===== src/rtl/snitch_shared_acc_arbiter.sv =====
// Shares one offloaded accelerator among NrCores core request ports; responses return in request order.
// Latency: 0 cycles combinational for both the request and response paths (no data-path registers).
// Backpressure: a stalled grant is locked until it transfers; the tracking FIFO being full blocks new grants.
//
// Ports:
//   clk_i, rst_ni                         clock, asynchronous active-low reset
//   core_req_i/_valid_i/_ready_o          per-core request channel (valid/ready)
//   core_resp_o/_valid_o/_ready_i         per-core response channel (payload broadcast, valid routed)
//   acc_req_o/_valid_o/_ready_i           request channel to the shared unit
//   acc_resp_i/_valid_i/_ready_o          in-order response channel from the shared unit
//   outstanding_o                         tracking FIFO occupancy
//   busy_o                                requests in flight or a request being offered
module snitch_shared_acc_arbiter #(
  parameter int unsigned NrCores        = 4,
  parameter int unsigned MaxOutstanding = 4,
  parameter int unsigned ReqWidth       = 32,
  parameter int unsigned RespWidth      = 32,
  parameter int unsigned IdxWidth       = (NrCores > 1) ? $clog2(NrCores) : 1,
  parameter int unsigned CntWidth       = (MaxOutstanding + 1 > 1) ? $clog2(MaxOutstanding + 1) : 1
) (
  input  logic                               clk_i,
  input  logic                               rst_ni,
  input  logic [NrCores-1:0][ReqWidth-1:0]   core_req_i,
  input  logic [NrCores-1:0]                 core_req_valid_i,
  output logic [NrCores-1:0]                 core_req_ready_o,
  output logic [NrCores-1:0][RespWidth-1:0]  core_resp_o,
  output logic [NrCores-1:0]                 core_resp_valid_o,
  input  logic [NrCores-1:0]                 core_resp_ready_i,
  output logic [ReqWidth-1:0]                acc_req_o,
  output logic                               acc_req_valid_o,
  input  logic                               acc_req_ready_i,
  input  logic [RespWidth-1:0]               acc_resp_i,
  input  logic                               acc_resp_valid_i,
  output logic                               acc_resp_ready_o,
  output logic [CntWidth-1:0]                outstanding_o,
  output logic                               busy_o
);

  localparam int unsigned PtrWidth = (MaxOutstanding > 1) ? $clog2(MaxOutstanding) : 1;

  typedef logic [IdxWidth-1:0] idx_t;
  typedef logic [IdxWidth:0]   cand_t;
  typedef logic [PtrWidth-1:0] ptr_t;
  typedef logic [CntWidth-1:0] cnt_t;

  localparam cand_t NrCoresC = cand_t'(NrCores);
  localparam idx_t  LastCore = idx_t'(NrCores - 1);
  localparam ptr_t  LastSlot = ptr_t'(MaxOutstanding - 1);
  localparam cnt_t  MaxCnt   = cnt_t'(MaxOutstanding);

  typedef enum logic {ArbIdle, ArbLocked} arb_state_e;

  arb_state_e         state;
  idx_t               rr_ptr;
  idx_t               lock_idx;
  idx_t               grant_idx;
  idx_t               next_rr;
  idx_t               head_idx;
  idx_t               fifo_mem [MaxOutstanding];
  ptr_t               wr_ptr;
  ptr_t               rd_ptr;
  cnt_t               count;
  cand_t              cand;
  logic               full;
  logic               empty;
  logic               found;
  logic               req_valid;
  logic               resp_ok;
  logic               push;
  logic               pop;
  logic [NrCores-1:0] eligible;

  function automatic ptr_t ptr_inc(input ptr_t p);
    return (p == LastSlot) ? '0 : p + ptr_t'(1);
  endfunction

  assign full     = (count == MaxCnt);
  assign empty    = (count == '0);
  // A full FIFO masks every requester, so a pop in the same cycle cannot admit a grant.
  assign eligible = core_req_valid_i & {NrCores{~full}};

  // Round-robin search starting at rr_ptr; a locked grant overrides the search.
  always_comb begin
    found     = 1'b0;
    grant_idx = rr_ptr;
    cand      = '0;
    if (state == ArbLocked) begin
      found     = 1'b1;
      grant_idx = lock_idx;
    end else begin
      for (int unsigned i = 0; i < NrCores; i++) begin
        cand = cand_t'(rr_ptr) + cand_t'(i);
        if (cand >= NrCoresC) cand = cand - NrCoresC;
        if (!found && eligible[idx_t'(cand)]) begin
          found     = 1'b1;
          grant_idx = idx_t'(cand);
        end
      end
    end
  end

  // Outputs are forced low while reset is asserted so nothing leaks out before state settles.
  assign req_valid       = rst_ni & found;
  assign acc_req_valid_o = req_valid;
  assign acc_req_o       = core_req_i[grant_idx];
  assign push            = req_valid & acc_req_ready_i;
  assign next_rr         = (grant_idx == LastCore) ? '0 : grant_idx + idx_t'(1);

  always_comb begin
    core_req_ready_o = '0;
    if (req_valid) core_req_ready_o[grant_idx] = acc_req_ready_i;
  end

  // Response routing follows the oldest tracked issuer.
  assign head_idx         = fifo_mem[rd_ptr];
  assign resp_ok          = rst_ni & ~empty;
  assign acc_resp_ready_o = resp_ok & core_resp_ready_i[head_idx];
  assign pop              = acc_resp_valid_i & acc_resp_ready_o;
  assign core_resp_o      = {NrCores{acc_resp_i}};

  always_comb begin
    core_resp_valid_o = '0;
    if (resp_ok) core_resp_valid_o[head_idx] = acc_resp_valid_i;
  end

  assign outstanding_o = count;
  assign busy_o        = (count != '0) | req_valid;

  // Lock FSM: a grant offered but not accepted is held until it transfers.
  always_ff @(posedge clk_i or negedge rst_ni) begin
    if (!rst_ni) begin
      state    <= ArbIdle;
      rr_ptr   <= '0;
      lock_idx <= '0;
    end else begin
      case (state)
        ArbIdle: begin
          if (push) begin
            rr_ptr <= next_rr;
          end else if (req_valid) begin
            state    <= ArbLocked;
            lock_idx <= grant_idx;
          end
        end
        ArbLocked: begin
          if (push) begin
            state  <= ArbIdle;
            rr_ptr <= next_rr;
          end
        end
        default: state <= ArbIdle;
      endcase
    end
  end

  // Tracking FIFO pointers and occupancy.
  always_ff @(posedge clk_i or negedge rst_ni) begin
    if (!rst_ni) begin
      wr_ptr <= '0;
      rd_ptr <= '0;
      count  <= '0;
    end else begin
      if (push) wr_ptr <= ptr_inc(wr_ptr);
      if (pop)  rd_ptr <= ptr_inc(rd_ptr);
      case ({push, pop})
        2'b10:   count <= count + cnt_t'(1);
        2'b01:   count <= count - cnt_t'(1);
        default: count <= count;
      endcase
    end
  end

  // Storage needs no reset: entries are only read after being written.
  always_ff @(posedge clk_i) begin
    if (push) fifo_mem[wr_ptr] <= grant_idx;
  end

  a_lock_stable: assert property (@(posedge clk_i) disable iff (!rst_ni)
    (state == ArbLocked) |-> $stable(acc_req_o));
  a_no_overflow: assert property (@(posedge clk_i) disable iff (!rst_ni)
    push |-> !full);
  a_no_underflow: assert property (@(posedge clk_i) disable iff (!rst_ni)
    pop |-> !empty);
  a_resp_when_empty: assert property (@(posedge clk_i) disable iff (!rst_ni)
    acc_resp_valid_i |-> !empty);
  a_one_ready: assert property (@(posedge clk_i) disable iff (!rst_ni)
    $onehot0(core_req_ready_o));

endmodule


===== config.mk =====
export PLATFORM = sky130hd
export DESIGN_NAME = snitch_shared_acc_arbiter
export DESIGN_NICKNAME = d
export VERILOG_FILES = /design/src/rtl/snitch_shared_acc_arbiter.sv
export SDC_FILE = /design/constraint.sdc
export NUM_CORES = 1
export LEC_CHECK = 0
export ABC_AREA = 1
export BUFFER_PORTS_ARGS = -buffer_cell sky130_fd_sc_hd__buf_2
export CAP_MARGIN = 40
export CORE_AREA = 5 5 132 134
export DETAILED_ROUTE_END_ITERATION = 8
export DIE_AREA = 0 0 137 139
export SLEW_MARGIN = 20
export SYNTH_ARGS = -nofsm -noshare
export SYNTH_HDL_FRONTEND = slang
export SYNTH_SLANG_ARGS = --single-unit

===== constraint.sdc =====
create_clock -name clk_i -period 3.07 [get_ports clk_i]
set_input_delay 0.4605 -clock clk_i [delete_from_list [all_inputs] [get_ports clk_i]]
set_output_delay 0.4605 -clock clk_i [all_outputs]
set_load 0.01 [all_outputs]

Yosys cells after proc, flatten, opt, wreduce, memory -nomap -nowiden:

Memories as Yosys holds them, arrays and structs flattened.
Index checks and enable logic that the tools add are counted.
W data, S select, Z words.

* bits in registers: 12
* bits in writable memories: 8
* bits of input ports: 172
* output and inout port bits: 174
* word-level logic and storage cells: 112
* memories kept: 1

* add/subtract/negate cells: 12
* magnitude comparators: 12
* equal/unequal tests: 6
* multiplexer cells: 50
* bitwise logic cells: 13
* reductions and logical operators: 12

Memories
* fifo_mem: words 4, bits a word 2, rd ports 1, clocked after memory_dff 0, write ports 1, RTL line 59 `idx_t fifo_mem [MaxOutstanding];`

Operators with widths (number)
* $bmux W32 S2: 1
* $mux W2: 17
* $mux W32: 1
* $mux W1: 20
* $lt A2 B3 Y1 const B: 6
* $and A4 B4 Y4: 3
* $bmux W1 S2: 5
* $ge A3 B3 Y1 const B: 3
* $eq A2 B2 Y1 const B: 4
* $mux W4: 2
* $sub A2 B1 Y2 const B: 4
* $add A2 B1 Y2 const B: 3
* $add A2 B2 Y3 const B: 2
* $pmux W3 S2: 1
* $and A1 B1 Y1: 5
* $logic_and A1 B1 Y1: 5
* $demux W1 S2: 2
* $ge A2 B1 Y1 const B: 2
* $not A1 Y1: 4
* $add A2 B1 Y3 const B: 1
* $add A3 B1 Y3 const B: 1
* $eq A3 B3 Y1 const B: 1
* $ge A2 B3 Y1 const B: 1
* $logic_not A1 Y1: 3
* 8 further kinds: 8

Longest topological paths before layout:

Gate-level depths: netlist of run 1.

* depth after elaboration: 25
* depth in mapped cells: 18
* gate-level depth less buffers: 17

Least setup slack after synthesis of run 1:

No wires, ideal clock.

* kind: register -> register
* start point: register count[1], in the netlist outstanding_o[1]
* end point: register count[2], in the netlist outstanding_o[2]
* setup time: 131 ps
* arrival: 2499 ps
* data required time: 2939 ps
* slack: 440 ps
* stages on the path, launching flop included: 18
* buffers on the path: 0
* period minus slack after synthesis: 2630 ps
* cell sequence: dfrtp_1 nor2_4 nand2_4 nand3_1 nand2_1 nand2_1 nand2_2 nor2_4 nand3b_1 nand2_1 nor2_2 inv_1 ha_1 inv_1 fa_1 a21oi_1 o21ai_0 xor2_1

* word-level cells in the longest chain between the ends: 23
* elaborated cells on any way between the ends: 38
* those cells by class: add/sub: 2; eq/ne: 3; mux: 17; bitwise: 8; reduce/logical: 8

Ends and longest elaborated chain
* start, declared: RTL line 62 `cnt_t count;`
* start signal, assigned: RTL line 166 `2'b10: count <= count + cnt_t'(1);`
* start signal, assigned: RTL line 167 `2'b01: count <= count - cnt_t'(1);`
* start signal, assigned: RTL line 168 `default: count <= count;`
* $eq A3 B3 Y1: RTL line 77 `assign full = (count == MaxCnt);`
* $not A1 Y1: RTL line 80 `assign eligible = core_req_valid_i & {NrCores{~full}};`
* $and A4 B4 Y4: RTL line 80
* $bmux W1 S2: RTL line 94 `if (!found && eligible[idx_t'(cand)]) begin`
* $mux W1 (implied by the code): RTL line 94
* $mux W1: RTL line 94
* $mux W1: RTL line 87 `if (state == ArbLocked) begin`
* $logic_not A1 Y1: RTL line 94
* (+7 left out)
* $logic_not A1 Y1: RTL line 94
* $logic_and A1 B1 Y1: RTL line 94
* $mux W1: RTL line 94
* $mux W1: RTL line 87
* $and A1 B1 Y1: RTL line 103 `assign req_valid = rst_ni & found;`
* $and A1 B1 Y1: RTL line 106 `assign push = req_valid & acc_req_ready_i;`
* $eq A2 B1 Y1 / $eq A2 B2 Y1 (equally long branches): RTL line 165 `case ({push, pop})`
* $pmux W3 S2 / $reduce_bool A2 Y1 (equally long branches)

Several ways; a longest one is shown, not always the timed one. The select of a mux whose other input is x is not followed.
A chain may end at the register's enable or synchronous reset.

Worst setup path in the final report of run 1:

* start point: register count[0], in the netlist outstanding_o[0]
* end point: output acc_req_o[13]

* word-level cells in the longest chain between the ends: 21
* elaborated cells on any way between the ends: 30
* those cells by class: eq/ne: 1; mux: 21; bitwise: 2; reduce/logical: 6

Ends and longest elaborated chain
* $eq A3 B3 Y1 (*): RTL line 77
* $not A1 Y1 (*): RTL line 80
* $and A4 B4 Y4 (*): RTL line 80
* $bmux W1 S2: RTL line 94
* $mux W1 (implied by the code): RTL line 94
* $mux W1: RTL line 94
* $mux W1: RTL line 87
* $logic_not A1 Y1: RTL line 94
* (+5 left out)
* $mux W1: RTL line 94
* $mux W1: RTL line 87
* $logic_not A1 Y1: RTL line 94
* $logic_and A1 B1 Y1: RTL line 94
* $mux W2 (*): RTL line 94
* $mux W2 (*): RTL line 87
* $bmux W32 S2 (*): RTL line 105 `assign acc_req_o = core_req_i[grant_idx];`
* $mux W32 (implied by the code) (*): RTL line 105
* end, declared: RTL line 29 `output logic [ReqWidth-1:0] acc_req_o,`

Every way passes the cells marked *; elsewhere a longest branch is shown, timed or not. The select of a mux whose other input is x is not followed.

==> flow_summary.json, run 1 <==
{
  "status": "completed",
  "num_rows": 47,
  "yosysWarnings": 0,
  "ios": 346,
  "clock_power_share": 0.038,
  "yosysMostFrequentCell": "nand2_1",
  "area_growth_pct": 21.3,
  "antenna_left": 0,
  "cts_sinks": 20,
  "grt_first_pass_wirelength_mm": 18.1,
  "netlist_instances": 627,
  "startpoint_type": "register",
  "critPathCaptureType": "output pin",
  "track_usage": 0.113,
  "worstMarginPinSlew_ps": 704,
  "antenna_cells": 0,
  "syn_area_per_cell_um2": 6.14,
  "skew_ps": 3.06,
  "synth_cell_types": 30,
  "finalMaxSlewViolations": 0,
  "crit_path_top_delay_cell": "dfrtp_2",
  "cts_tree": "done",
  "max_slew_margin": 0.531,
  "avgViaCountPerCell": 4.32,
  "die_area_um2": 19000,
  "final_core_util": 0.289,
  "powerDensity_nw_per_um2": 1830,
  "max_stage_delay_ps": 430,
  "final_cells": 917,
  "cts_max_level": 1,
  "drive_gt1_frac": 0.451,
  "numCtsBuffers": 3,
  "drc": 0,
  "clockRootBuffer": "clkbuf_16",
  "clockBufferDepth": 2,
  "dpl.hpwl_mm": 9.11,
  "worstPathMaxFanout": 16,
  "hold_viol_final": 0,
  "dieHeight_um": 139,
  "gr-total-overflow": 0,
  "cp_common_cell": "nand2_2",
  "ys_seq_area_frac": 0.140,
  "vdd_drop_max_mv": 0.805,
  "antenna_found_initial": 0,
  "whs_ps": 61.6,
  "initial_core_util": 0.238,
  "min_period_ps": 2960,
  "gp_congestion": 0.791,
  "synth_top_flop_cell": "dfrtp_1",
  "syn_nets": 810,
  "clk_pin_slew_ps": 60,
  "seqPwrFrac": 0.063,
  "clock.fmax_mhz": 338,
  "syn_area_um2": 3850,
  "synth.top_cell.area_share": 0.257,
  "rsz0062_at_grt": "yes",
  "power_leakage_nw": 2.65,
  "synth_edf_count": 8,
  "max_cap_viol_count": 0,
  "intPower_w": 0.00393,
  "die_w_um": 137,
  "fin_crit_sh": 0.963,
  "ys_ff_latch": 20,
  "dr.first_iter.drc_count": 190,
  "portBuffers": 185,
  "dr.pass1.iters": 4,
  "switchingPower_w": 0.00459,
  "wl_per_cell_um": 14.7,
  "grt_pass1_vias": 3785,
  "dp.cells": 884,
  "yosys.area.top_type": "buf_4",
  "ys_top_cells_by_area": "buf_4 26%, nand2_1 23%, nand3_1 12%, dfrtp_1 7.8%, nand2_2 7.0%",
  "nets": 881,
  "min_path_type": "in2async",
  "coreArea_um2": 16200,
  "synthTopCellsByCount": "237 x nand2_1, 132 x buf_4, 93 x nand3_1, 43 x nand2_2, 25 x inv_1",
  "p_comb_frac": 0.899,
  "finalSetupViolations": 0,
  "wl_mm": 13.5,
  "p_sw_frac": 0.539,
  "async_flop_share": 0.600,
  "grt_max_degree": 65,
  "cp_cell_sequence": "nor2_4 -> nand2_4 -> nand3_2 -> nand2_2 -> nand2_2 -> nand2_2 -> nor2_4 -> nand2_2 -> nand2_2 -> nand3_4 -> buf_4 -> clkbuf_16 -> nand3_1 -> nand2_1 -> nand2_1 -> nand2_1 -> buf_2",
  "worstPathRequired_ps": 2610,
  "crit_type": "reg2out",
  "insertion_delay_ps": 250,
  "via_count": 3963,
  "worst_ep_arrival_time_ps": 2500
}
## layout make-up
class                           instances  area, um2
Fill cell                            1827      11500
Multi-Input combinational cell        424       2210
Timing Repair Buffer                  223       1450
Sequential cell                        20        544
Tap cell                              220        275
Clock buffer                            4        100
Inverter                               26       97.6
## layer usage
metal / part of all wire / routed length [um] / vias up / GRT usage
li1: - / - / 1967 / -
met1: 0.40 / 5320 / 1771 / 0.133
met2: 0.49 / 6600 / 189 / 0.193
met3: 0.090 / 1210 / 36 / 0.0348
met4: 0.025 / 334 / 0 / 0.0404
met5: 0 / 0 / - / 0
## state kept, by name, indices dropped and copies added, names as in the netlist, named ones only
| register | count |
|---|---|
| fifo_mem | 8 |
| outstanding_o | 3 |
| lock_idx | 2 |
| rd_ptr | 2 |
| rr_ptr | 2 |
| wr_ptr | 2 |
## logic make-up (layout without fill, tap and decap cells)
kind of cell	Yosys count	count (layout)	synth area share
AND/OR/NAND/NOR	398	398	0.461
adder cells (fa/ha/maj)	11	11	0.0377
XOR/XNOR	3	3	0.00878
flip-flops	20	20	0.140
AO/OA/AOI/OAI	12	12	0.0163
buffers and inverters	183	253	0.336
## placed cells by master (no fill, tap or decap), types with 4 or more instances in the layout
cell type	Yosys	routed
nand3_1	93	83
nor2_1	10	10
buf_6	2	6
nand3_2	2	9
clkbuf_16	0	10
dfrtp_1	12	9
nor3_1	4	4
o21ai_0	10	10
inv_1	25	24
nand2_2	43	56
buf_4	132	20
nand2_4	1	4
ha_1	10	8
buf_2	11	183
edfxtp_1	8	8
buf_12	5	6
nand2_1	237	219
## repair_timing
action | in CTS | in global routing
cloned | 0 | 9
resized for setup | 1 | 51
hold buffers | 0 | 0
setup endpoints to repair | 2 | 36
buffers inserted | 0 | 21
pin swaps | 0 | 24
## through the flow
step	total power, W	area (um2)	setup WS [ps]	TNS [ps]
2_1_floorplan	0.00487	3850	440	0
3_3_place_gp	0.00631	3990	271	0
3_5_place_dp	0.00627	3990	281	0
4_1_cts	0.00664	4090	5.66	0
5_1_grt	0.00936	4670	-51.9	-1090
6_report	0.00852	4670	114	0
## power groups by stage
stage / registers [W] / clock network (W) / logic (W)
global route: 0.000552 / 0.000344 / 0.00846
floorplan: 0.000502 / 0 / 0.00436
detailed placement: 0.000545 / 0 / 0.00573
global placement: 0.000538 / 0 / 0.00578
finish: 0.000540 / 0.000325 / 0.00766
CTS: 0.000541 / 0.000334 / 0.00576
## worst max-delay path, delay by kind of cell (launching register included)
family                 cells  cell delay, ps
and+or+nand+nor           14            1280
DFF                        1             430
buffers and inverters      3             510
## path summary, 6_finish.rpt
check                                       from  cells past startpoint  slack, ps               end
worst max-delay path            outstanding_o[0]                     17        110     acc_req_o[13]
worst min-delay path                      rst_ni                      1         60         async pin
worst max register to register  outstanding_o[0]                     18        260  outstanding_o[2]
worst min register to register       lock_idx[0]                      2        520       lock_idx[0]
max in group asynchronous                 rst_ni                      2       2640         rd_ptr[0]
min in group clk_i                   lock_idx[0]                      2        520       lock_idx[0]
No activity file was read; power rests on OpenSTA's default activity.
==> run 2, diff against run 1 <==
Settings changed: CELL_PAD_IN_SITES_DETAIL_PLACEMENT set to 1, CELL_PAD_IN_SITES_GLOBAL_PLACEMENT set to 2, CORE_AREA 5 5 132 134 to unset, CORE_ASPECT_RATIO set to 0.9, CORE_MARGIN set to 5, CORE_UTILIZATION set to 17, DIE_AREA 0 0 137 139 to unset, PLACE_DENSITY_LB_ADDON set to 0.1.
==> flow_summary.json, run 2 (synthesized netlist as in run 1, its figures left out) <==
{
  "numCtsBuffers": 3,
  "die_w_um": 169,
  "grt_pass1_vias": 4193,
  "gp_congestion": 0.757,
  "initial_core_util": 0.172,
  "drc": 0,
  "wl_mm": 18.8,
  "final_cell_mix": "189 x nand2_1, 174 x buf_2, 81 x nand3_1",
  "finalSetupViolations": 0,
  "antenna_cells": 0,
  "nFillCells": 2806,
  "worstMarginPinSlew_ps": 533,
  "cts_max_level": 1,
  "power_w": 0.0102,
  "r2r_setup_slack_ps": 240,
  "dr.pass1.iters": 4,
  "cts_tree": "done",
  "num_rows": 52,
  "coreArea_um2": 22400,
  "r2r_start": "outstanding_o[0]",
  "wl_per_cell_um": 18.7,
  "dpl.hpwl_mm": 13.1,
  "fin_crit_sh": 0.987,
  "clk_pin_slew_ps": 60,
  "multi_input_area_um2": 2340,
  "insertion_delay_ps": 260,
  "antenna_found_initial": 1,
  "powerDensity_nw_per_um2": 1960,
  "r2r_cells": 18,
  "max_cap_viol_count": 0,
  "min_path_type": "in2async",
  "worstPathRequired_ps": 2610,
  "critPathCaptureType": "output pin",
  "cts_sinks": 20,
  "min_period_ps": 3030,
  "rsz0062_at_grt": "yes",
  "clockBufferDepth": 2,
  "final_common_cell": "nand2_1",
  "crit_path_top_delay_cell": "dfrtp_2",
  "worst_ep_arrival_time_ps": 2570,
  "power_leakage_nw": 2.85,
  "startpoint_type": "register",
  "drive_gt1_frac": 0.506,
  "track_usage": 0.117,
  "die_area_um2": 25800,
  "place_ws_ps": 209,
  "clockRootBuffer": "clkbuf_16",
  "max_slew_margin": 0.643,
  "antenna_left": 0,
  "crit_path_start": "outstanding_o[0]",
  "max_stage_delay_ps": 420,
  "area_growth_pct": 34.9,
  "dr.first_iter.drc_count": 179,
  "portBuffers": 185,
  "dieHeight_um": 153,
  "setup_slack_ps": 39.5,
  "fin_tns_setup_ps": 0,
  "hold_viol_final": 0,
  "status": "completed",
  "gr-total-overflow": 0,
  "avgViaCountPerCell": 4.05,
  "largest_register": "fifo_mem",
  "via_count": 4081,
  "largest_register_ffs": 8,
  "vdd_drop_max_mv": 0.674,
  "worst_r2r_endpoint": "outstanding_o[2]",
  "ios": 346,
  "nets": 894,
  "cp_common_cell": "nand2_2",
  "worstPathMaxFanout": 8,
  "finalMaxSlewViolations": 0,
  "cp_cell_sequence": "nor2_4 -> nand2_4 -> nand3_2 -> nand2_2 -> nand2_2 -> nand2_2 -> nor2_4 -> nand2_2 -> nand2_2 -> nand3_4 -> buf_6 -> buf_12 -> nand2_8 -> clkbuf_16 -> nand2_2 -> nand2_1 -> nand2_1 -> nand2_1 -> buf_2",
  "grt_max_degree": 65,
  "final-seq-area_um2": 544,
  "crit_type": "reg2out",
  "clock.fmax_mhz": 330,
  "skew_ps": 3.24,
  "grt_first_pass_wirelength_mm": 24.3
}
==> run 2: final cells by class <==
cell class,instances,share of cell area
clock buffers,3,0.0145
well taps,297,0.0716
flip-flops and latches,20,0.105
clock inverters,1,0.00578
inverters,26,0.0193
repair buffers,234,0.333
multi-input cells,426,0.451
==> run 2: worst max-delay path by stage <==
| stage | endpoint | slack (ps) | cells after the start |
|---|---|---|---|
| floorplan | outstanding_o[2] | 440 | 17 |
| global placement | core_req_ready_o[1] | 250 | 15 |
| detailed placement | core_req_ready_o[1] | 210 | 15 |
| CTS | acc_req_o[3] | -8 | 17 |
| global route | acc_req_o[8] | -110 | 18 |
| finish | acc_req_o[12] | 40 | 19 |
==> run 2: critical path: cells and delay by family (launching register included) <==
family / cells / cell delay [ps]
buffers and inverters: 4 / 560
and+or+nand+nor: 15 / 1330
DFF: 1 / 420
==> run 2: where the power goes <==
group | switching [W] | internal, W
clock network | 0.000108 | 0.000259
logic | 0.00519 | 0.00410
registers | 0.000108 | 0.000427
==> run 2: per-layer routing <==
| metal | vias to the layer above | share of wire | global-route usage |
|---|---|---|---|
| li1 | 2003 | - | - |
| met1 | 1907 | 0.44 | 0.146 |
| met2 | 154 | 0.49 | 0.210 |
| met3 | 15 | 0.057 | 0.0249 |
| met4 | 2 | 0.0058 | 0.0162 |
| met5 | - | 0.00037 | 0 |
==> run 2: what timing repair did <==
item,CTS,global route
gates cloned,0,19
hold buffers,0,0
buffers inserted,0,20
pin swaps,0,37
endpoints found under the setup margin,5,36
gates resized for setup,3,117
==> run 2: metrics by stage <==
step           utilization  area [um2]  hold WS [ps]  cells
3_5_place_dp         0.184        4110           316    964
2_1_floorplan            -        3850           165    627
5_1_grt              0.232        5190          43.3   1007
4_1_cts              0.189        4230          37.2    968
6_report             0.232        5190          33.0   1007
3_3_place_gp         0.184        4110           308    964
==> run 3, diff against run 2 <==
Settings changed: CTS_BUF_LIST set to sky130_fd_sc_hd__clkbuf_4.
==> flow_summary.json, run 3 (synthesized netlist as in run 1, its figures left out) <==
{
  "die_area_um2": 25800,
  "clockRootBuffer": "clkbuf_4",
  "design_area_um2": 5120,
  "failed_checks": "setup timing",
  "min_period_ps": 3070,
  "fin_crit_sh": 1.00,
  "crit_path_start": "outstanding_o[0]",
  "setup_slack_ps": -0.166,
  "min_path_type": "in2async",
  "final_common_cell": "nand2_1",
  "vdd_drop_max_mv": 0.673,
  "max_stage_delay_ps": 430,
  "portBuffers": 185,
  "grt_first_pass_wirelength_mm": 24.7,
  "skew_ps": 7.80,
  "crit_type": "reg2out",
  "max_cap_viol_count": 0,
  "worst_r2r_endpoint": "outstanding_o[2]",
  "dieHeight_um": 153,
  "largest_register": "fifo_mem",
  "dr.pass1.iters": 4,
  "cp_common_cell": "nand2_2",
  "grt_max_degree": 65,
  "clock.fmax_mhz": 326,
  "cts_max_level": 1,
  "cts_tree": "done",
  "via_count": 4076,
  "final_cell_mix": "177 x nand2_1, 171 x buf_2, 88 x nand2_2",
  "cts_sinks": 20,
  "r2r_cells": 18,
  "crit_family": "simple AND/OR/NAND/NOR gates",
  "r2r_start": "outstanding_o[0]",
  "nets": 885,
  "status": "complete, but fails checks",
  "powerDensity_nw_per_um2": 1920,
  "critical_path_cell_count": 18,
  "drc": 0,
  "critical_path_buf_inv_count": 3,
  "dpl.hpwl_mm": 13.1,
  "antenna_left": 0,
  "grt_pass1_vias": 4228,
  "initial_core_util": 0.172,
  "cp-endpoint": "acc_req_o[20]",
  "startpoint_type": "register",
  "coreArea_um2": 22400,
  "critPathCaptureType": "output pin",
  "cp_cell_sequence": "nor2_4 -> nand2_4 -> nand3_4 -> nand2_2 -> nand2_2 -> nand2_2 -> nor2_4 -> nand2_2 -> nand2_2 -> nand3_4 -> buf_12 -> nand2_8 -> clkbuf_16 -> nand2_2 -> nand2_2 -> nand2_2 -> nand2_1 -> buf_2",
  "worst_ep_arrival_time_ps": 2610,
  "max_slew_margin": 0.644,
  "rsz0062_at_grt": "yes",
  "largest_register_ffs": 8,
  "gp_congestion": 0.757,
  "finalSetupViolations": 1,
  "ios": 346,
  "drive_gt1_frac": 0.511,
  "power_w": 0.00986,
  "clk_pin_slew_ps": 130,
  "clockBufferDepth": 2,
  "antenna_found_initial": 3,
  "wl_mm": 18.5,
  "wl_per_cell_um": 18.5,
  "fin_tns_setup_ps": -0.166,
  "avgViaCountPerCell": 4.08,
  "dpl_cell_area_um2": 4110,
  "track_usage": 0.119,
  "area_growth_pct": 33.2,
  "crit_path_top_delay_cell": "dfrtp_1",
  "num_rows": 52,
  "gr-total-overflow": 0,
  "insertion_delay_ps": 310,
  "dr.first_iter.drc_count": 145,
  "hold_viol_final": 0,
  "worstPathRequired_ps": 2610,
  "die_w_um": 169,
  "power_leakage_nw": 2.79,
  "numCtsBuffers": 3,
  "worstMarginPinSlew_ps": 532,
  "worstPathMaxFanout": 8,
  "finalMaxSlewViolations": 0,
  "whs_ps": 511,
  "r2r_setup_slack_ps": 260
}
-- run 3: layer usage --
metal	global-route usage	wire length (um)	vias to the layer above
li1	-	-	1988
met1	0.150	7650	1912
met2	0.211	9370	160
met3	0.0254	1310	14
met4	0.0174	119	2
met5	0	20	-
-- run 3: timing repair --
item / CTS / global route
endpoints found under the hold margin: 5 / 0
buffers inserted: 3 / 11
hold buffers: 1 / 0
endpoints found under the setup margin: 36 / 36
cloned: 1 / 14
gates resized for setup: 12 / 120
pin swaps: 1 / 32
-- run 3: worst min-delay path by stage --
stage / startpoint / endpoint / cells after the start
2_1_floorplan: rst_ni / async pin / 0
3_3_place_gp: rst_ni / outstanding_o[2] / 1
3_5_place_dp: rst_ni / outstanding_o[2] / 1
4_1_cts: rst_ni / outstanding_o[2] / 2
5_1_grt: rst_ni / outstanding_o[0] / 2
6_report: rst_ni / outstanding_o[0] / 2
-- run 3: worst reg2reg max path, cell delays in order (launching register included) --
cell and delay [ps]:
dfrtp_1 430, nor2_4 150, nand2_4 130, nand3_4 120, nand2_2 70, nand2_2 60
nand2_2 60, nor2_4 180, buf_4 140, nand3b_1 90, nand2_1 130, nor2_2 50
inv_1 80, ha_1 140, inv_1 60, fa_1 390, a21oi_1 150, o21ai_0 130
xor2_1 170
-- run 3: area by class of cell --
| cell class | count | area [um2] |
|---|---|---|
| fillers | 2824 | 17300 |
| multi-input cells | 426 | 2400 |
| repair buffers | 225 | 1650 |
| flip-flops and latches | 20 | 543 |
| well taps | 297 | 372 |
| inverters | 26 | 103 |
| clock inverters | 1 | 30.0 |
| clock buffers | 3 | 22.5 |
| diodes | 2 | 5.00 |
-- run 3: power by group --
part           total (W)  internal [W]  switching, W
registers       0.000531      0.000424      0.000107
clock network   0.000228      0.000132     0.0000959
logic            0.00910       0.00396       0.00514
total            0.00986       0.00451       0.00535
-- run 3: per-stage QoR --
stage | setup WS [ps] | cells | utilization
floorplan | 440 | 627 | -
global route | -195 | 1000 | 0.229
detailed placement | 209 | 964 | 0.184
finish | -0.166 | 1000 | 0.229
global placement | 251 | 964 | 0.184
CTS | -26.7 | 973 | 0.190
